File: src/rtl/osd_dem_regresp.sv
// osd_dem_regresp: debug-ring register-access responder.
// Serves 16-bit register reads/writes against a small local register file.
module osd_dem_regresp #(
    parameter logic [15:0] VENDOR   = 16'h0001,
    parameter logic [15:0] TYPE     = 16'h0000,
    parameter logic [15:0] VERSION  = 16'h0000,
    parameter int          NUM_USER = 4
) (
    input  logic                    clk,
    input  logic                    rst,
    input  logic [15:0]             id,
    input  logic [15:0]             debug_in_data,
    input  logic                    debug_in_first,
    input  logic                    debug_in_last,
    input  logic                    debug_in_valid,
    output logic                    debug_in_ready,
    output logic [15:0]             debug_out_data,
    output logic                    debug_out_first,
    output logic                    debug_out_last,
    output logic                    debug_out_valid,
    input  logic                    debug_out_ready,
    output logic [15:0]             event_dest,
    output logic [15:0]             cs,
    output logic [16*NUM_USER-1:0]  user_regs
);

    typedef enum logic [3:0] {
        RX_DEST, RX_SRC, RX_FLAGS, RX_ADDR, RX_DATA,
        DRAIN, TX_DEST, TX_SRC, TX_FLAGS, TX_DATA
    } state_e;

    localparam logic [15:0] RD_OK  = 16'h2000;
    localparam logic [15:0] RD_ERR = 16'h3000;
    localparam logic [15:0] WR_OK  = 16'h3400;
    localparam logic [15:0] WR_ERR = 16'h3800;

    state_e                  state_q, state_d;
    logic                    match_q, match_d;
    logic                    cls_wr_q, cls_wr_d;
    logic                    sub_ok_q, sub_ok_d;
    logic                    has_data_q, has_data_d;
    logic [15:0]             src_q, src_d;
    logic [15:0]             addr_q, addr_d;
    logic [15:0]             rdata_q, rdata_d;
    logic [15:0]             resp_q, resp_d;
    logic [15:0]             event_dest_q, event_dest_d;
    logic [15:0]             cs_q, cs_d;
    logic [16*NUM_USER-1:0]  user_regs_q, user_regs_d;

    logic                    accept;
    logic [15:0]             dec_addr;
    logic [15:0]             uoff;
    logic                    user_hit;
    logic                    rd_hit;
    logic                    wr_hit;
    logic [15:0]             rd_val;

    assign debug_in_ready = state_q inside {RX_DEST, RX_SRC, RX_FLAGS,
                                            RX_ADDR, RX_DATA, DRAIN};
    assign accept     = debug_in_valid & debug_in_ready;
    assign event_dest = event_dest_q;
    assign cs         = cs_q;
    assign user_regs  = user_regs_q;

    // Address decode: live addr word during RX_ADDR, latched addr afterwards
    always_comb begin
        dec_addr = (state_q == RX_ADDR) ? debug_in_data : addr_q;
        uoff     = dec_addr - 16'h0200;
        user_hit = uoff < 16'(NUM_USER);
        rd_val   = 16'h0000;
        rd_hit   = 1'b1;
        wr_hit   = 1'b0;
        case (dec_addr)
            16'h0000: rd_val = VENDOR;
            16'h0001: rd_val = TYPE;
            16'h0002: rd_val = VERSION;
            16'h0003: begin
                rd_val = event_dest_q;
                wr_hit = 1'b1;
            end
            16'h0004: begin
                rd_val = cs_q;
                wr_hit = 1'b1;
            end
            default: begin
                if (user_hit) begin
                    wr_hit = 1'b1;
                    for (int i = 0; i < NUM_USER; i++) begin
                        if (uoff == 16'(i)) rd_val = user_regs_q[16*i +: 16];
                    end
                end else begin
                    rd_hit = 1'b0;
                end
            end
        endcase
    end

    // Next-state, capture, register write and response output logic
    always_comb begin
        state_d         = state_q;
        match_d         = match_q;
        cls_wr_d        = cls_wr_q;
        sub_ok_d        = sub_ok_q;
        has_data_d      = has_data_q;
        src_d           = src_q;
        addr_d          = addr_q;
        rdata_d         = rdata_q;
        resp_d          = resp_q;
        event_dest_d    = event_dest_q;
        cs_d            = cs_q;
        user_regs_d     = user_regs_q;
        debug_out_valid = 1'b0;
        debug_out_data  = 16'h0000;
        debug_out_first = 1'b0;
        debug_out_last  = 1'b0;

        case (state_q)
            RX_DEST: begin
                if (accept && debug_in_first && !debug_in_last) begin
                    match_d = (debug_in_data == id);
                    state_d = RX_SRC;
                end
            end
            RX_SRC: begin
                if (accept) begin
                    if (debug_in_last) begin
                        state_d = RX_DEST;
                    end else begin
                        src_d   = debug_in_data;
                        state_d = RX_FLAGS;
                    end
                end
            end
            RX_FLAGS: begin
                if (accept) begin
                    if (debug_in_last) begin
                        state_d = RX_DEST;
                    end else begin
                        cls_wr_d   = debug_in_data[13:10] >= 4'd4;
                        sub_ok_d   = (debug_in_data[15:14] == 2'd0) &&
                                     ((debug_in_data[13:10] == 4'd0) ||
                                      (debug_in_data[13:10] == 4'd4));
                        has_data_d = 1'b0;
                        state_d    = RX_ADDR;
                    end
                end
            end
            RX_ADDR: begin
                if (accept) begin
                    addr_d  = debug_in_data;
                    rdata_d = rd_val;
                    if (cls_wr_q) begin
                        state_d = debug_in_last ? RX_DEST : RX_DATA;
                    end else if (debug_in_last) begin
                        has_data_d = sub_ok_q && rd_hit;
                        resp_d     = (sub_ok_q && rd_hit) ? RD_OK : RD_ERR;
                        state_d    = match_q ? TX_DEST : RX_DEST;
                    end else begin
                        has_data_d = 1'b0;
                        resp_d     = RD_ERR;
                        state_d    = DRAIN;
                    end
                end
            end
            RX_DATA: begin
                if (accept) begin
                    if (debug_in_last) begin
                        resp_d  = (sub_ok_q && wr_hit) ? WR_OK : WR_ERR;
                        state_d = match_q ? TX_DEST : RX_DEST;
                        if (match_q && sub_ok_q && wr_hit) begin
                            case (addr_q)
                                16'h0003: event_dest_d = debug_in_data;
                                16'h0004: cs_d = debug_in_data;
                                default: begin
                                    for (int i = 0; i < NUM_USER; i++) begin
                                        if (uoff == 16'(i))
                                            user_regs_d[16*i +: 16] = debug_in_data;
                                    end
                                end
                            endcase
                        end
                    end else begin
                        resp_d  = WR_ERR;
                        state_d = DRAIN;
                    end
                end
            end
            DRAIN: begin
                if (accept && debug_in_last) begin
                    state_d = match_q ? TX_DEST : RX_DEST;
                end
            end
            TX_DEST: begin
                debug_out_valid = 1'b1;
                debug_out_first = 1'b1;
                debug_out_data  = src_q;
                if (debug_out_ready) state_d = TX_SRC;
            end
            TX_SRC: begin
                debug_out_valid = 1'b1;
                debug_out_data  = id;
                if (debug_out_ready) state_d = TX_FLAGS;
            end
            TX_FLAGS: begin
                debug_out_valid = 1'b1;
                debug_out_data  = resp_q;
                debug_out_last  = !has_data_q;
                if (debug_out_ready) state_d = has_data_q ? TX_DATA : RX_DEST;
            end
            TX_DATA: begin
                debug_out_valid = 1'b1;
                debug_out_data  = rdata_q;
                debug_out_last  = 1'b1;
                if (debug_out_ready) state_d = RX_DEST;
            end
            default: state_d = RX_DEST;
        endcase
    end

    // State and register file flops with synchronous active-low reset
    always_ff @(posedge clk) begin
        if (!rst) begin
            state_q      <= RX_DEST;
            match_q      <= 1'b0;
            cls_wr_q     <= 1'b0;
            sub_ok_q     <= 1'b0;
            has_data_q   <= 1'b0;
            src_q        <= 16'h0000;
            addr_q       <= 16'h0000;
            rdata_q      <= 16'h0000;
            resp_q       <= 16'h0000;
            event_dest_q <= 16'h0000;
            cs_q         <= 16'h0000;
            user_regs_q  <= '0;
        end else begin
            state_q      <= state_d;
            match_q      <= match_d;
            cls_wr_q     <= cls_wr_d;
            sub_ok_q     <= sub_ok_d;
            has_data_q   <= has_data_d;
            src_q        <= src_d;
            addr_q       <= addr_d;
            rdata_q      <= rdata_d;
            resp_q       <= resp_d;
            event_dest_q <= event_dest_d;
            cs_q         <= cs_d;
            user_regs_q  <= user_regs_d;
        end
    end

endmodule

File: config.mk
export PLATFORM = sky130hd
export DESIGN_NAME = osd_dem_regresp
export DESIGN_NICKNAME = d
export VERILOG_FILES = /design/src/rtl/osd_dem_regresp.sv
export SDC_FILE = /design/constraint.sdc
export NUM_CORES = 1
export LEC_CHECK = 0
export BUFFER_PORTS_ARGS = -buffer_cell sky130_fd_sc_hd__clkbuf_2
export CAP_MARGIN = 20
export CORE_MARGIN = 2
export CORE_UTILIZATION = 54
export CTS_CLUSTER_DIAMETER = 30
export CTS_CLUSTER_SIZE = 28
export DETAILED_ROUTE_END_ITERATION = 8
export GPL_TIMING_DRIVEN = 0
export PLACE_DENSITY_LB_ADDON = 0.05
export SYNTH_ARGS = -nofsm -noshare
export SYNTH_HDL_FRONTEND = slang
export SYNTH_SLANG_ARGS = --single-unit
File: constraint.sdc
create_clock -name clk -period 9.1 [get_ports clk]
set_input_delay 0.91 -clock clk [delete_from_list [all_inputs] [get_ports clk]]
set_output_delay 0.91 -clock clk [all_outputs]
set_load 0.02 [all_outputs]
Yosys cells after proc, flatten, opt, wreduce, memory -nomap -nowiden:

Index checks and enable logic that the tools add are counted.

* word-level logic and storage cells: 137
* output and inout bits: 116
* input port bits: 38
* memories kept: 0
* memory bits (read-only): 0
* memory bits (writable): 0
* bits in registers: 168
* bits in latches: 0

* muxes and demuxes: 46
* $lt $le $gt $ge: 2
* div/mod/pow operators: 0
* bitwise gates (word level): 3
* shifts and indexed selects: 0
* reductions and logical operators: 38
* eq/ne operators: 32
* multiply operators: 0
* $add $sub $neg: 1

Operators with widths (count)
* 2-to-1 mux 16 bit: 9
* one-hot mux 16 bit (4 select lines): 2
* == test 16 x 2 -> 1 bit, second input constant: 5
* 2-to-1 mux 4 bit: 11
* one-hot mux 4 bit (10 select lines): 1
* == test 16 x 1 -> 1 bit, second input constant: 2
* == test 16 x 3 -> 1 bit, second input constant: 2
* zero test 16 bit: 2
* one-hot mux 16 bit (2 select lines): 1
* 2-to-1 mux 13 bit: 2
* 2-to-1 mux 12 bit: 2
* AND reduction 6 bit: 4
* == test 4 x 3 -> 1 bit, second input constant: 5
* != test 2 bit, second input constant: 10
* == test 16 bit: 1
* < comparator 16 x 3 -> 1 bit, second input constant: 1
* subtractor 16 x 10 -> 16 bit, second input constant: 1
* AND reduction 5 bit: 3
* 2-to-1 mux 3 bit: 4
* AND reduction 10 bit: 1
* 2-to-1 mux 1 bit: 9
* == test 4 x 2 -> 1 bit, second input constant: 2
* == test 4 bit, second input constant: 2
* logical AND 1 bit: 8
* other kinds (20): 32

Depth between registers and ports, before layout:

Gate-level depths: netlist of the first run.

* depth after elaboration: 12
* gate-level depth with buffers: 15
* mapped depth without buffers: 9

Worst setup path before layout of the first run:

Ideal clock, no wire load.

* kind: flip-flop to flip-flop
* from: register state_q[0]
* to: register user_regs_q[38] (netlist: user_regs[38])
* path slack: 6.035 ns
* stages on the path, launching flop included: 16
* buffers on the path: 6
* library setup time: 0.072 ns
* arrival time: 2.994 ns
* clock period less this slack: 3.065 ns
* data required time: 9.028 ns
* path through: dfxtp_1 > buf_2 > nor4bb_1 > buf_2 > buf_2 > buf_2 > mux2i_1 > ha_1 > nand2_1 > nor3_1 > a31oi_1 > nor3_2 > and4_1 > buf_6 > buf_6 > mux2i_1

* word-level cells in the longest chain between the ends: 8
* elaborated cells between the ends (all ways): 23

Ends and longest elaborated chain
* start: declaration: RTL line 37 `state_e state_q, state_d;`
* start signal: assignment: RTL line 236 `state_q <= state_d;`
* == test 4 x 2 -> 1 bit: RTL line 58, 67
* 2-to-1 mux 16 bit: RTL line 67 `dec_addr = (state_q == RX_ADDR) ? debug_in_data : addr_q;`
* subtractor 16 x 10 -> 16 bit: RTL line 68 `uoff = dec_addr - 16'h0200;`
* < comparator 16 x 3 -> 1 bit: RTL line 69 `user_hit = uoff < 16'(NUM_USER);`
* 2-to-1 mux 1 bit: RTL line 86 `if (user_hit) begin`
* one-hot mux 1 bit (2 select lines): RTL line 73 `case (dec_addr)`
* logical AND 1 bit: RTL line 170 `if (match_q && sub_ok_q && wr_hit) begin`
* AND reduction 6 bit (no line) (*)
* end signal: assignment: RTL line 247 `user_regs_q <= user_regs_d;`
* end: declaration: RTL line 48 `logic [16*NUM_USER-1:0] user_regs_q, user_regs_d;`

Every way passes the cells marked *; elsewhere a longest branch is shown, timed or not.
A chain may end at the register's enable or synchronous reset.

Final worst setup path of the first run:

* from: register state_q[0]
* to: register user_regs_q[28] (netlist: user_regs[28])

The elaborated chain is that of the path after synthesis.

==> results.toml, run 1 <==
[global_route]
grt_usage = 0.311
grt_pass1_wl_mm = 35.9
grt_pass1_vias = 6587
grt_max_degree = 17
grt_antenna_before_repair = 0
overflow = 0

[synth]
synth_common_cells = "nand2_1, dfxtp_1, mux2i_1, clkbuf_1, nor2b_1"
syn_nets = 911
synth_area_per_cell_sq_um = 8.84
yosys-top-cells-area = "dfxtp_1, mux2i_1, nand2_1"
synth_cell_types = 59
synth-seq-area-share = 0.405
synth_top_area_share = 0.405
synth.most_common_cell = "nand2_1"
synth_top_flop_cell = "dfxtp_1"
synth_top_cell_by_area = "dfxtp_1"
yosys_warnings = 0
synth-seq-cells = 156
synthArstFlopShare = 0
synth_edf_count = 0
synthCells = 872
synth_area_sq_um = 7710

[detailed_routing]
vias = 7173
drtAntennaViolNets = 0
drt_pass1_iterations = 6
drt_iter0_markers = 652
wl_mm = 23.6
routedWlPerCell_um = 19.3
drc_errors = 0
drt-vias-per-instance = 5.85

[cts]
cts_buffer_depth = 2
clock_sinks = 156
clock_latency_ns = 0.43
cts-root-buf = "clkbuf_16"
cts_tree = "built"
postCtsSetupRepairBufs = 0
postCtsHoldBufs = 0
cts_htree_levels = 4
clk_pin_slew_ns = 0.06
cts_buffers = 17
ctsResizeCount = 0

[worst_setup_path]
path_class = "flip-flop to flip-flop"
rrSetupSlack_ns = 5.18
crit_path_start_kind = "flip-flop"
cp.required_ns = 9.41
r2r_end = "user_regs[28]$_SDFFE_PN0P_"
arrival_ns = 4.23
reg2reg_from = "state_q[0]$_SDFFE_PN0P_"
crit_path_end_kind = "flip-flop"
cp_max_fo = 10
ff2ff_path_depth = 14

[timing]
skew_ns = 0.00865
max_clock_freq_mhz = 255
setup_tns_ns = 0
finalCriticalPeriod_ns = 3.92
worst_pin_slew_ns = 0.880
fin_ws_ns = 5.18
slew_headroom = 0.409
whs_ns = 0.467
period_share = 0.431
setup_viol = 0
drv_slew = 0
hold_violations = 0
rsz0062_at_grt = "no"

[finish]
seqCellArea_sq_um = 3120
utilization = 0.667
synthToLayoutAreaGrowth_pct = 20.5
layout.cells.non_filler = 1227
nFillCells = 1209
multi_input_area_sq_um = 4170
nets = 1073
final_cell_area_sq_um = 9290
layout-drive-gt1-share = 0.200
n_antenna_cell = 0

[worst_hold_path]
hold_depth = 2
worstHoldEndpoint = "addr_q[4]$_SDFFE_PN0P_"
hp-start = "addr_q[4]$_SDFFE_PN0P_"
min_path_type = "flip-flop to flip-flop"

[floorplan]
dieArea_sq_um = 15300
core_area_sq_um = 13900
initial_utilization = 0.553
die_x_um = 124
num_rows = 43
dieHeight_um = 124
ios = 154

[place]
placed_cell_area_sq_um = 8650
place_hpwl_mm = 17.8
placedCellCount = 1195
portBuffers = 143
place_worst_setup_slack_ns = 5.26
place.gp.congestion = 0.930

[pwr]
peakVddDrop_mv = 0.139
finalPower_mw = 1.56
leakage_nw = 3.90
power.density_nw_per_um2 = 168

[run_status]
status = "completed"

[run]
cap_violations = 0
[worst max-delay path by stage]
stage / start / to / cells past startpoint
after floorplan: state_q[0]$_SDFFE_PN0P_ / user_regs[38]$_SDFFE_PN0P_ / 15
after global placement: state_q[0]$_SDFFE_PN0P_ / user_regs[29]$_SDFFE_PN0P_ / 14
after detailed placement: state_q[0]$_SDFFE_PN0P_ / user_regs[12]$_SDFFE_PN0P_ / 14
after CTS: state_q[0]$_SDFFE_PN0P_ / user_regs[28]$_SDFFE_PN0P_ / 14
after global routing: state_q[0]$_SDFFE_PN0P_ / user_regs[43]$_SDFFE_PN0P_ / 15
final: state_q[0]$_SDFFE_PN0P_ / user_regs[28]$_SDFFE_PN0P_ / 14
[flip-flops by register name, summed over array words and instances, names as in the netlist, 4 cells and up]
register / cells
event_dest: 16
rdata_q: 16
state_q: 4
cs: 16
addr_q: 16
user_regs: 64
src_q: 16
resp_q: 4
[kinds of logic after synthesis]
logic type / synth area share
AOI/OAI and AO/OA: 0.182
xor gates and xnor gates: 0.0193
adders and majority gates: 0.00162
buffers and inverters: 0.0540
DFF: 0.405
muxes: 0.147
and+or+nand+nor: 0.191
[final cells by class]
class                           instances  area share
Buffer                                 74      0.0372
Timing Repair Buffer                  143      0.0770
Inverter                               19     0.00768
Tap cell                              180      0.0242
Clock inverter                          9      0.0171
Clock buffer                           23      0.0514
Sequential cell                       156       0.336
Multi-Input combinational cell        623       0.449
[report_power, final]
part           switching [mW]  internal, mW  total [mW]
registers             0.00247         0.688       0.690
clock network           0.281         0.482       0.763
logic                  0.0701        0.0348       0.105
[layer usage]
layer	share of wire	track usage	wire length [um]
met3	0.076	0.0595	1790
met1	0.45	0.436	10600
met5	0	0	0
met2	0.46	0.482	10800
met4	0.018	0.100	418
[placed cells by master, fill, tap and decap left out, types with 6 or more instances in the layout]
master and count:
o31ai_1 15, nand2_1 185, a21oi_1 7, mux2i_1 108
buf_2 15, a21boi_0 32, nor4_1 9, a22oi_1 36
nor2b_1 39, clkbuf_16 17, dfxtp_1 156, o21ai_0 28
clkbuf_2 143, o2bb2ai_1 15, xor2_1 16, clkbuf_1 51
nand2b_1 7, nor2_1 21, o221ai_1 14, inv_1 19
a222oi_1 12, a31oi_1 6
[critical path: stages (launching register included)]
cell and delay [ns]:
dfxtp_1 0.30, buf_2 0.20, nor4bb_1 0.33, buf_2 0.30
buf_2 0.26, buf_2 0.28, mux2i_1 0.12, ha_1 0.31
nand2_1 0.05, nor3_1 0.13, a31oi_1 0.14, nor3_2 0.54
nand3_2 0.35, buf_4 0.33, mux2i_1 0.14
(Power assumes the default switching activity.)
==> run 2, diff against run 1 <==
--- a/config.mk
+++ b/config.mk
@@ -8,7 +8,7 @@
 export BUFFER_PORTS_ARGS = -buffer_cell sky130_fd_sc_hd__clkbuf_2
 export CAP_MARGIN = 20
 export CORE_MARGIN = 2
-export CORE_UTILIZATION = 54
+export CORE_UTILIZATION = 50
 export CTS_CLUSTER_DIAMETER = 30
 export CTS_CLUSTER_SIZE = 28
 export DETAILED_ROUTE_END_ITERATION = 8
==> constraint.sdc (replaced) <==
create_clock -name clk -period 3.1 [get_ports clk]
set_input_delay 0.31 -clock clk [delete_from_list [all_inputs] [get_ports clk]]
set_output_delay 0.31 -clock clk [all_outputs]
set_load 0.02 [all_outputs]
==> results.toml, run 2 (synthesis results as in run 1) <==
[timing]
skew_ns = 0.0112
whs_ns = 0.235
drv_slew = 0
worst_pin_slew_ns = 0.800
setup_viol = 0
slew_headroom = 0.463
finalCriticalPeriod_ns = 3.01
period_share = 0.971
max_clock_freq_mhz = 332
hold_violations = 0

[worst_setup_path]
ff2ff_path_depth = 14
worstPathCellList = "buf_6 > nor4bb_4 > buf_6 > buf_8 > mux2i_2 > ha_1 > nand2_2 > nor3_4 > a31oi_4 > nor3_4 > and4_1 > buf_6 > buf_4 > mux2i_1"
rrSetupSlack_ns = 0.09
reg2reg_from = "state_q[0]$_SDFFE_PN0P_"
crit_buf_inv = 5
cp.required_ns = 3.46
cp_max_fo = 6
path_class = "flip-flop to flip-flop"
crit_top_cell = "buf_6"
crit_path_end_kind = "flip-flop"
r2r_end = "user_regs[35]$_SDFFE_PN0P_"
arrival_ns = 3.37
max_stage_delay_ns = 0.36
crit_slowest_cell = "nor3_4"
crit_path_start_kind = "flip-flop"
crit_family = "simple AND/OR/NAND/NOR gates"

[worst_hold_path]
hold_depth = 3
min_path_type = "input pin to flip-flop"
worstHoldEndpoint = "addr_q[14]$_SDFFE_PN0P_"
hp-start = "debug_in_data[14]"

[cts]
cts_htree_levels = 4
cts_buffer_depth = 2
cts-root-buf = "clkbuf_16"
clock_latency_ns = 0.44
clock_sinks = 156
cts_tree = "built"
cts_buffers = 17
clk_pin_slew_ns = 0.07
postCtsHoldBufs = 0

[place]
placed_cell_area_sq_um = 8660
portBuffers = 143
place_hpwl_mm = 18.2
place.gp.congestion = 0.901

[global_route]
grt_usage = 0.293
overflow = 0
grt_pass1_wl_mm = 37.0
grt_antenna_before_repair = 0
grt_max_degree = 17
grt_pass1_vias = 6642

[detailed_routing]
wl_mm = 24.6
drt-vias-per-instance = 5.80
vias = 7238
drc_errors = 0
drt_pass1_iterations = 5
drt_iter0_markers = 538
drtAntennaViolNets = 0
routedWlPerCell_um = 19.7

[finish]
synthToLayoutAreaGrowth_pct = 23.2
final_cell_area_sq_um = 9500
nets = 1086
largest_register_ffs = 64
n_antenna_cell = 0
layout-drive-gt1-share = 0.226
final_cell_mix = "nand2_1, dfxtp_1, clkbuf_2"
layout_commonest_cell = "nand2_1"

[pwr]
peakVddDrop_mv = 0.420
leakage_nw = 3.98
power.density_nw_per_um2 = 458

[floorplan]
dieArea_sq_um = 16400
num_rows = 45
core_area_sq_um = 15100
ios = 154
initial_utilization = 0.509
die_x_um = 128
dieHeight_um = 128

[run]
cap_violations = 0

[run_status]
status = "completed"
run 2: changes by cell type in the layout (fill, tap and decap cells not counted), sizes merged:
cell / previous run / this run
buf: 26 / 40
clkbuf: 214 / 207
inv: 20 / 27
bufinv: 4 / 0
clkinvlp: 1 / 3
clkinv: 3 / 4
run 2: how the worst max path moves through the flow:
stage                            start                    endpoint  cells past startpoint
2_1_floorplan  state_q[0]$_SDFFE_PN0P_  user_regs[38]$_SDFFE_PN0P_                     15
3_3_place_gp   state_q[0]$_SDFFE_PN0P_  user_regs[13]$_SDFFE_PN0P_                     14
3_5_place_dp   state_q[0]$_SDFFE_PN0P_  user_regs[12]$_SDFFE_PN0P_                     14
4_1_cts        state_q[0]$_SDFFE_PN0P_  user_regs[44]$_SDFFE_PN0P_                     15
5_1_grt        state_q[0]$_SDFFE_PN0P_  user_regs[42]$_SDFFE_PN0P_                     14
6_report       state_q[0]$_SDFFE_PN0P_  user_regs[35]$_SDFFE_PN0P_                     14
run 2: stage by stage:
| step | TNS, ns | setup slack, ns | total power, mW | utilization | std cells |
|---|---|---|---|---|---|
| finish | 0 | 0.0891 | 4.36 | 0.627 | 1248 |
| global route | -0.528 | -0.0604 | 4.49 | 0.627 | 1248 |
| CTS | 0 | 0.0119 | 4.33 | 0.619 | 1240 |
| detailed placement | -48.76 | -0.817 | 2.37 | 0.572 | 1203 |
| global placement | -47.88 | -0.792 | 2.37 | 0.572 | 1203 |
| floorplan | 0 | 0.0347 | 2.26 | - | 872 |
run 2: per-layer routing:
metal  track usage  part of all wire  vias up
met4         0.118             0.028        0
met5             0                 0        -
li1              -                 -     3453
met2         0.445              0.45      307
met3        0.0572             0.070       47
met1         0.409              0.46     3431
run 2: what timing repair did:
| item | 4_1_cts | 5_1_grt |
|---|---|---|
| pin swaps | 1 | 6 |
| setup endpoints to repair | 93 | 70 |
| buffers inserted | 5 | 9 |
| resized for setup | 20 | 20 |
| gates cloned | 1 | 0 |
run 2: worst reg2reg max path, cell delays in order (launching register included):
cell and delay (ns):
dfxtp_2 0.32, buf_6 0.11, nor4bb_4 0.32, buf_6 0.16
buf_8 0.11, mux2i_2 0.22, ha_1 0.19, nand2_2 0.08
nor3_4 0.21, a31oi_4 0.13, nor3_4 0.36, and4_1 0.27
buf_6 0.12, buf_4 0.15, mux2i_1 0.19
run 2: where the power goes:
| part | switching, mW | internal, mW | leakage [nW] |
|---|---|---|---|
| Clock | 0.941 | 1.05 | 0.265 |
| Combinational | 0.216 | 0.122 | 2.46 |
| Sequential | 0.00808 | 2.02 | 1.26 |
run 2: layout make-up:
class / instances / area (sq um)
multi-input combinational: 623 / 4280
timing repair buffer: 158 / 852
tap: 188 / 235
fill: 1342 / 5640
inverter: 19 / 71.3
sequential: 156 / 3120
buffer: 72 / 387
clock inverter: 15 / 129
clock buffer: 17 / 425
